<file path="config.mk">
export PLATFORM = sky130hd
export DESIGN_NAME = jtgng_ps2_tx
export DESIGN_NICKNAME = d
export VERILOG_FILES = /design/src/rtl/jtgng_ps2_tx_pkg.sv /design/src/rtl/jtgng_ps2_sync.sv /design/src/rtl/jtgng_ps2_tx.sv
export SDC_FILE = /design/constraint.sdc
export NUM_CORES = 1
export LEC_CHECK = 0
export ABC_CLOCK_PERIOD_IN_PS = 2300
export CORE_MARGIN = 3
export CORE_UTILIZATION = 27
export CTS_CLUSTER_SIZE = 30
export DETAILED_ROUTE_END_ITERATION = 6
export GPL_ROUTABILITY_DRIVEN = 0
export PLACE_DENSITY = 0.47
export REMOVE_ABC_BUFFERS = 1
export SYNTH_ARGS = -nofsm -noshare
export SYNTH_HDL_FRONTEND = slang
export SYNTH_HIERARCHICAL = 1
export SYNTH_SLANG_ARGS = --single-unit
</file>
<file path="constraint.sdc">
create_clock -name clk -period 2.3 [get_ports clk]
set_input_delay 0.23 -clock clk [delete_from_list [all_inputs] [get_ports clk]]
set_output_delay 0.23 -clock clk [all_outputs]
set_load 0.02 [all_outputs]
</file>
<file path="src/rtl/jtgng_ps2_tx_pkg.sv">
// Shared PS/2 command bytes and the odd-parity helper used by the host transmit path.
package jtgng_ps2_tx_pkg;

  localparam logic [7:0] PS2_CMD_RESET  = 8'hFF;
  localparam logic [7:0] PS2_CMD_LEDS   = 8'hED;
  localparam logic [7:0] PS2_CMD_ENABLE = 8'hF4;
  localparam logic [7:0] PS2_ACK_BYTE   = 8'hFA;

  function automatic logic odd_parity(input logic [7:0] d);
    return ~^d;
  endfunction

endpackage

</file>
<file path="src/rtl/jtgng_ps2_sync.sv">
// Two-flop synchronizers for both PS/2 lines plus a falling-edge strobe on the clock line.
module jtgng_ps2_sync (
  input  logic clk,
  input  logic rst,
  input  logic ps2_clk_in,
  input  logic ps2_data_in,
  output logic clk_sync,
  output logic data_sync,
  output logic clk_fall
);

  logic [1:0] clk_ff;
  logic [1:0] data_ff;
  logic       clk_prev;

  // Idle bus level is high, so presetting to 1 avoids a spurious edge out of reset.
  always_ff @(posedge clk) begin
    if (rst) begin
      clk_ff   <= 2'b11;
      data_ff  <= 2'b11;
      clk_prev <= 1'b1;
    end else begin
      clk_ff   <= {clk_ff[0], ps2_clk_in};
      data_ff  <= {data_ff[0], ps2_data_in};
      clk_prev <= clk_ff[1];
    end
  end

  assign clk_sync  = clk_ff[1];
  assign data_sync = data_ff[1];
  assign clk_fall  = clk_prev & ~clk_ff[1];

endmodule

</file>
<file path="src/rtl/jtgng_ps2_tx.sv">
// PS/2 host-to-device transmitter: request-to-send, 8 data bits LSB first, odd parity,
// stop bit, device ACK check and bus-release wait, with an inter-edge timeout.
module jtgng_ps2_tx #(
  parameter int INHIBIT = 4800,
  parameter int TIMEOUT = 720000
) (
  input  logic       clk,
  input  logic       rst,
  input  logic       ps2_clk_in,
  input  logic       ps2_data_in,
  output logic       ps2_clk_oe,
  output logic       ps2_data_oe,
  input  logic [7:0] tx_data,
  input  logic       tx_req,
  output logic       tx_busy,
  output logic       tx_done,
  output logic       tx_err
);
  import jtgng_ps2_tx_pkg::*;

  localparam int CNT_MAX = (INHIBIT > TIMEOUT) ? INHIBIT : TIMEOUT;
  localparam int CW      = $clog2(CNT_MAX + 1);

  localparam logic [CW-1:0] INHIBIT_LAST = CW'(INHIBIT - 1);
  localparam logic [CW-1:0] INHIBIT_DATA = CW'(INHIBIT - 2);
  localparam logic [CW-1:0] TIMEOUT_LAST = CW'(TIMEOUT - 1);

  localparam logic [2:0] ST_IDLE    = 3'd0;
  localparam logic [2:0] ST_INHIBIT = 3'd1;
  localparam logic [2:0] ST_RTS     = 3'd2;
  localparam logic [2:0] ST_BITS    = 3'd3;
  localparam logic [2:0] ST_ACK     = 3'd4;
  localparam logic [2:0] ST_WAITREL = 3'd5;

  logic [2:0]    state;
  logic [CW-1:0] cnt;
  logic [3:0]    bit_cnt;
  logic [7:0]    data;
  logic          parity;
  logic [2:0]    next_bit;

  logic clk_sync;
  logic data_sync;
  logic clk_fall;

  jtgng_ps2_sync u_sync (
    .clk         (clk),
    .rst         (rst),
    .ps2_clk_in  (ps2_clk_in),
    .ps2_data_in (ps2_data_in),
    .clk_sync    (clk_sync),
    .data_sync   (data_sync),
    .clk_fall    (clk_fall)
  );

  // bit_cnt holds the index of the bit currently on the wire (8 = parity).
  assign next_bit = bit_cnt[2:0] + 3'd1;

  always_ff @(posedge clk) begin
    if (rst) begin
      state       <= ST_IDLE;
      cnt         <= '0;
      bit_cnt     <= '0;
      data        <= '0;
      parity      <= 1'b0;
      ps2_clk_oe  <= 1'b0;
      ps2_data_oe <= 1'b0;
      tx_busy     <= 1'b0;
      tx_done     <= 1'b0;
      tx_err      <= 1'b0;
    end else begin
      tx_done <= 1'b0;
      tx_err  <= 1'b0;
      case (state)
        ST_IDLE: begin
          ps2_clk_oe  <= 1'b0;
          ps2_data_oe <= 1'b0;
          if (tx_req) begin
            data       <= tx_data;
            parity     <= odd_parity(tx_data);
            cnt        <= '0;
            ps2_clk_oe <= 1'b1;
            tx_busy    <= 1'b1;
            state      <= ST_INHIBIT;
          end
        end
        ST_INHIBIT: begin
          cnt <= cnt + CW'(1);
          if (cnt == INHIBIT_DATA) ps2_data_oe <= 1'b1;
          if (cnt == INHIBIT_LAST) begin
            ps2_clk_oe <= 1'b0;
            cnt        <= '0;
            state      <= ST_RTS;
          end
        end
        default: begin
          if (clk_fall) cnt <= '0;
          else          cnt <= cnt + CW'(1);
          if (!clk_fall && cnt == TIMEOUT_LAST) begin
            ps2_clk_oe  <= 1'b0;
            ps2_data_oe <= 1'b0;
            tx_err      <= 1'b1;
            tx_busy     <= 1'b0;
            cnt         <= '0;
            state       <= ST_IDLE;
          end else begin
            case (state)
              ST_RTS: if (clk_fall) begin
                ps2_data_oe <= ~data[0];
                bit_cnt     <= '0;
                state       <= ST_BITS;
              end
              ST_BITS: if (clk_fall) begin
                if (bit_cnt < 4'd7) begin
                  ps2_data_oe <= ~data[next_bit];
                  bit_cnt     <= bit_cnt + 4'd1;
                end else if (bit_cnt == 4'd7) begin
                  ps2_data_oe <= ~parity;
                  bit_cnt     <= 4'd8;
                end else begin
                  ps2_data_oe <= 1'b0;
                  state       <= ST_ACK;
                end
              end
              ST_ACK: if (clk_fall) begin
                if (!data_sync) begin
                  state <= ST_WAITREL;
                end else begin
                  tx_err  <= 1'b1;
                  tx_busy <= 1'b0;
                  state   <= ST_IDLE;
                end
              end
              ST_WAITREL: if (clk_sync && data_sync) begin
                tx_done <= 1'b1;
                tx_busy <= 1'b0;
                state   <= ST_IDLE;
              end
              default: state <= ST_IDLE;
            endcase
          end
        end
      endcase
    end
  end

endmodule

</file>
==> results list <==
- Run status: completed
- For the pin with the worst max-slew slack, the measured transition is 0.512 ns.
* Maximum number of pins on one net before global-route repair: 19
* Vias/cell: 4.90
- Derived from the worst setup path, the maximum achievable clock frequency is 0.477 GHz.
- Clock edge transition at the registers on the reported setup and hold paths: 0.10 ns
- For this run, design rule violations remaining after detail routing come to 0.
- Compound-gate portion of the synthesized area: 13.9%
* Delay of the slowest cell on the worst path: 0.50 ns
- Crit path launch type: flop
- After legalization and detailed placement, the total HPWL measured 4.13 mm.
* Mapped cell area: 2390 µm²
* Shortest period the worst path allows: 2.10 ns
- The number of antenna violations at the first check in global routing was 0.
- Antenna diode instance count: 0
- Summing the areas of all xor and xnor instances in the mapped netlist gives 9.52% of the synthesized area.
* Max Slew Vio Count: 0
- Number of buffers added for setup after CTS: 0
* Most frequent cells in the layout: sky130_fd_sc_hd__dfxtp_1 (46), sky130_fd_sc_hd__nand2_1 (31), sky130_fd_sc_hd__nor2_1 (26)
* Via count: 1990
- The first routing iteration left 48 violations.
- Horizontal die dimension: 100 µm
* Multiplexer share of the synthesized area: 2.30%
- Count of yosys warnings during synthesis: 6
- Share of synthesized registers carrying an async set or reset: 0%
- The worst setup path is of the flop to flop kind.
* Ratio of total power to cell area: 736 nW/µm²
- Once detail routing completed, the nets flagged for antenna violations numbered 0.
- Area Overhead vs Synth: 19.0%
- Arithmetic-cell share of the synthesized area counting full adders, half adders and majority gates: 1.57%
- Critical Path RT: 2.52 ns
- Sink Count: 46
* NumNets Final: 316
- Data arrives at the worst endpoint at 2.31 ns.
- Clock buffers created by TritonCTS: 5
- After layout, the worst path uses 91.1% of the clock period.
- Final hold violation count: 0
- Post-Route Skew: 0.00787 ns
- Post-Layout Inst Area: 2850 µm²
- The core region is 8420 µm².
- For this run, the leading register cell type out of synthesis is sky130_fd_sc_hd__dfxtp_1.
- Gate family responsible for the most delay along the worst path: simple AND/OR/NAND/NOR gates
- Number of register bits inferred by synthesis: 46
- Setup violation total in the final timing report: 0
- The first global-routing pass estimated 9.43 mm of wire.
- Setup_tns: 0 ns
- Number of global-route vias before repair: 1914
- In the synthesized netlist, the number of instances is 276.
- Max-cap violations in this run came to 0.
- For this design the top-level I/O count stands at 18.
- Hold repair after CTS inserted 0 buffers.
- Global routing used 11.6% of the available tracks across all layers.
* Instance area at placement: 2750 µm²
- Simple-gate portion of the synthesized area: 30.7%
- Of the cells placed in the final design, the portion with a size suffix greater than 1 is 12.0%.
- The first detailed-routing pass ran for 4 iterations.
- Num rows: 33
* Setup slack, reg-to-reg: 0.20 ns
- The later pin in the worst-skew pair is clocked with a latency of 0.30 ns.
* Total number of H-tree levels: 2
* Most common library cell in the layout ignoring fill and taps: sky130_fd_sc_hd__dfxtp_1
- The worst setup path is captured at a flop.
- Counting along the longest clock path gives a buffer depth of 2.
- Bufs and invs on worst path: 0
- In this run the vertical extent of the chip is 100 µm.
- Once the clock tree was built, the resizer swapped 0 gates to a different size.
- Leakage power of the design: 0.983 nW
- Portion of the post-synthesis area used by sequential elements: 38.5%
- TritonCTS clock tree: yes
- In this run the worst path has a maximum fanout of 6.
- Setup repair after global routing missed its margin: no
- The tightest min-delay check is of the flop to flop type.
* Dominant combinational cell family by area after synthesis: simple AND/OR/NAND/NOR gates
- Slew Limit Headroom: 65.8%
* Distinct cells, synth: 51
- The signal on the critical path passes through ha_1 > mux4_2 > or3_1 > o221ai_1 > a211oi_1 > nor4b_1.
- The average instance in the mapped netlist occupies 8.67 µm².
- In this run the clock root is driven by a sky130_fd_sc_hd__clkbuf_8.
- The total overflow left after global routing is 0.
* Overall die area: 10000 µm²
- The count of buffers added on input and output ports is 17.
* EDFF count, synth: 0
- Post-detailed-routing wire length: 5.48 mm
* Initial Util: 28.4%
* Peak supply drop: 355 µV
- After detailed routing, the average wire length per cell comes to 13.5 µm.
- The slowest stage of the critical path is the sky130_fd_sc_hd__mux4_2 cell.
## through the flow
stage	power, mW	setup slack [ns]	util (%)	hold slack, ns	instances
global route	2.24	0.0197	33.8	0.442	406
global placement	1.59	0.205	32.6	0.388	398
detailed placement	1.58	0.188	32.6	0.394	398
CTS	2.13	0.164	33.8	0.420	406
floorplan	1.33	0.175	-	0.299	262
finish	2.09	0.205	33.8	0.420	406
## cells in the mapped netlist (3+ instances only)
library cell	instances	share of area (%)
sky130_fd_sc_hd__ha_1	3	1.6
sky130_fd_sc_hd__and3_1	8	2.1
sky130_fd_sc_hd__xnor2_1	12	4.4
sky130_fd_sc_hd__nor3_1	5	1.0
sky130_fd_sc_hd__nand2b_1	4	1.0
sky130_fd_sc_hd__a211oi_1	3	0.94
sky130_fd_sc_hd__and4_1	5	1.8
sky130_fd_sc_hd__nand4_1	12	3.1
sky130_fd_sc_hd__and2_1	3	0.78
sky130_fd_sc_hd__a21oi_1	24	5.0
sky130_fd_sc_hd__o21ai_0	8	1.7
sky130_fd_sc_hd__inv_1	6	0.94
sky130_fd_sc_hd__nand3_1	6	1.3
sky130_fd_sc_hd__xor2_1	14	5.1
sky130_fd_sc_hd__nor4_1	3	0.78
sky130_fd_sc_hd__nor2_1	26	4.1
sky130_fd_sc_hd__clkbuf_1	11	1.7
sky130_fd_sc_hd__nor2b_1	4	1.0
sky130_fd_sc_hd__or2_1	5	1.3
sky130_fd_sc_hd__nand2_1	31	4.9
sky130_fd_sc_hd__a32oi_1	3	1.1
sky130_fd_sc_hd__dfxtp_1	46	38
## layer usage
layer / routed length [µm] / global-route usage, % / vias up / share of wire [%]
met1: 2870 / 17.1 / 927 / 52
met4: 55 / 3.63 / 0 / 1.0
met2: 2400 / 17.1 / 24 / 44
li1: - / - / 1035 / -
met3: 147 / 2.22 / 4 / 2.7
met5: 0 / 0 / - / 0
## worst register-to-register path, cell delays in order, from the launching register on
cell and delay, ns:
sky130_fd_sc_hd__dfxtp_1 0.37, sky130_fd_sc_hd__ha_1 0.37, sky130_fd_sc_hd__mux4_2 0.50, sky130_fd_sc_hd__or3_1 0.31, sky130_fd_sc_hd__o221ai_1 0.08, sky130_fd_sc_hd__a211oi_1 0.10
sky130_fd_sc_hd__nor4b_1 0.28
## power by group
group	leakage (nW)	switching (mW)	internal, mW
Clock	0.0506	0.312	0.228
Combinational	0.558	0.355	0.275
Sequential	0.374	0.0601	0.865
## flip-flops by register name, summed over array words and instances (netlist names)
name	count
u_sync/clk_ff	2
bit_cnt	4
u_sync/data_ff	2
state	3
tx_busy	1
data	8
parity	1
cnt	20
tx_err	1
ps2_data_oe	1
u_sync/clk_prev	1
tx_done	1
ps2_clk_oe	1
## layout make-up
cell class	instances	area, µm²
Clock buffer	5	68.8
Clock inverter	3	28.8
Fill cell	905	5580
Inverter	6	22.5
Multi-Input combinational cell	210	1390
Sequential cell	46	921
Tap cell	105	131
Timing Repair Buffer	31	288
## worst paths after layout
path | from | endpoint | cells past startpoint
hold / removal | u_sync/clk_ff[0] | u_sync/clk_ff[1] | 1
setup reg to reg | bit_cnt[0] | ps2_data_oe | 6
hold reg to reg | u_sync/clk_ff[0] | u_sync/clk_ff[1] | 1
setup / recovery | bit_cnt[0] | ps2_data_oe | 6
## cell families (layout without fill, tap and decap cells)
| kind of cell | after synthesis | in the layout |
|---|---|---|
| flops | 46 | 46 |
| buf+inv | 20 | 45 |
| fa+ha+maj | 3 | 3 |
| xor+xnor | 26 | 26 |
| compound gates | 50 | 50 |
| mux | 3 | 3 |
| simple gates | 128 | 128 |
No activity file was read; power rests on OpenSTA's default activity.
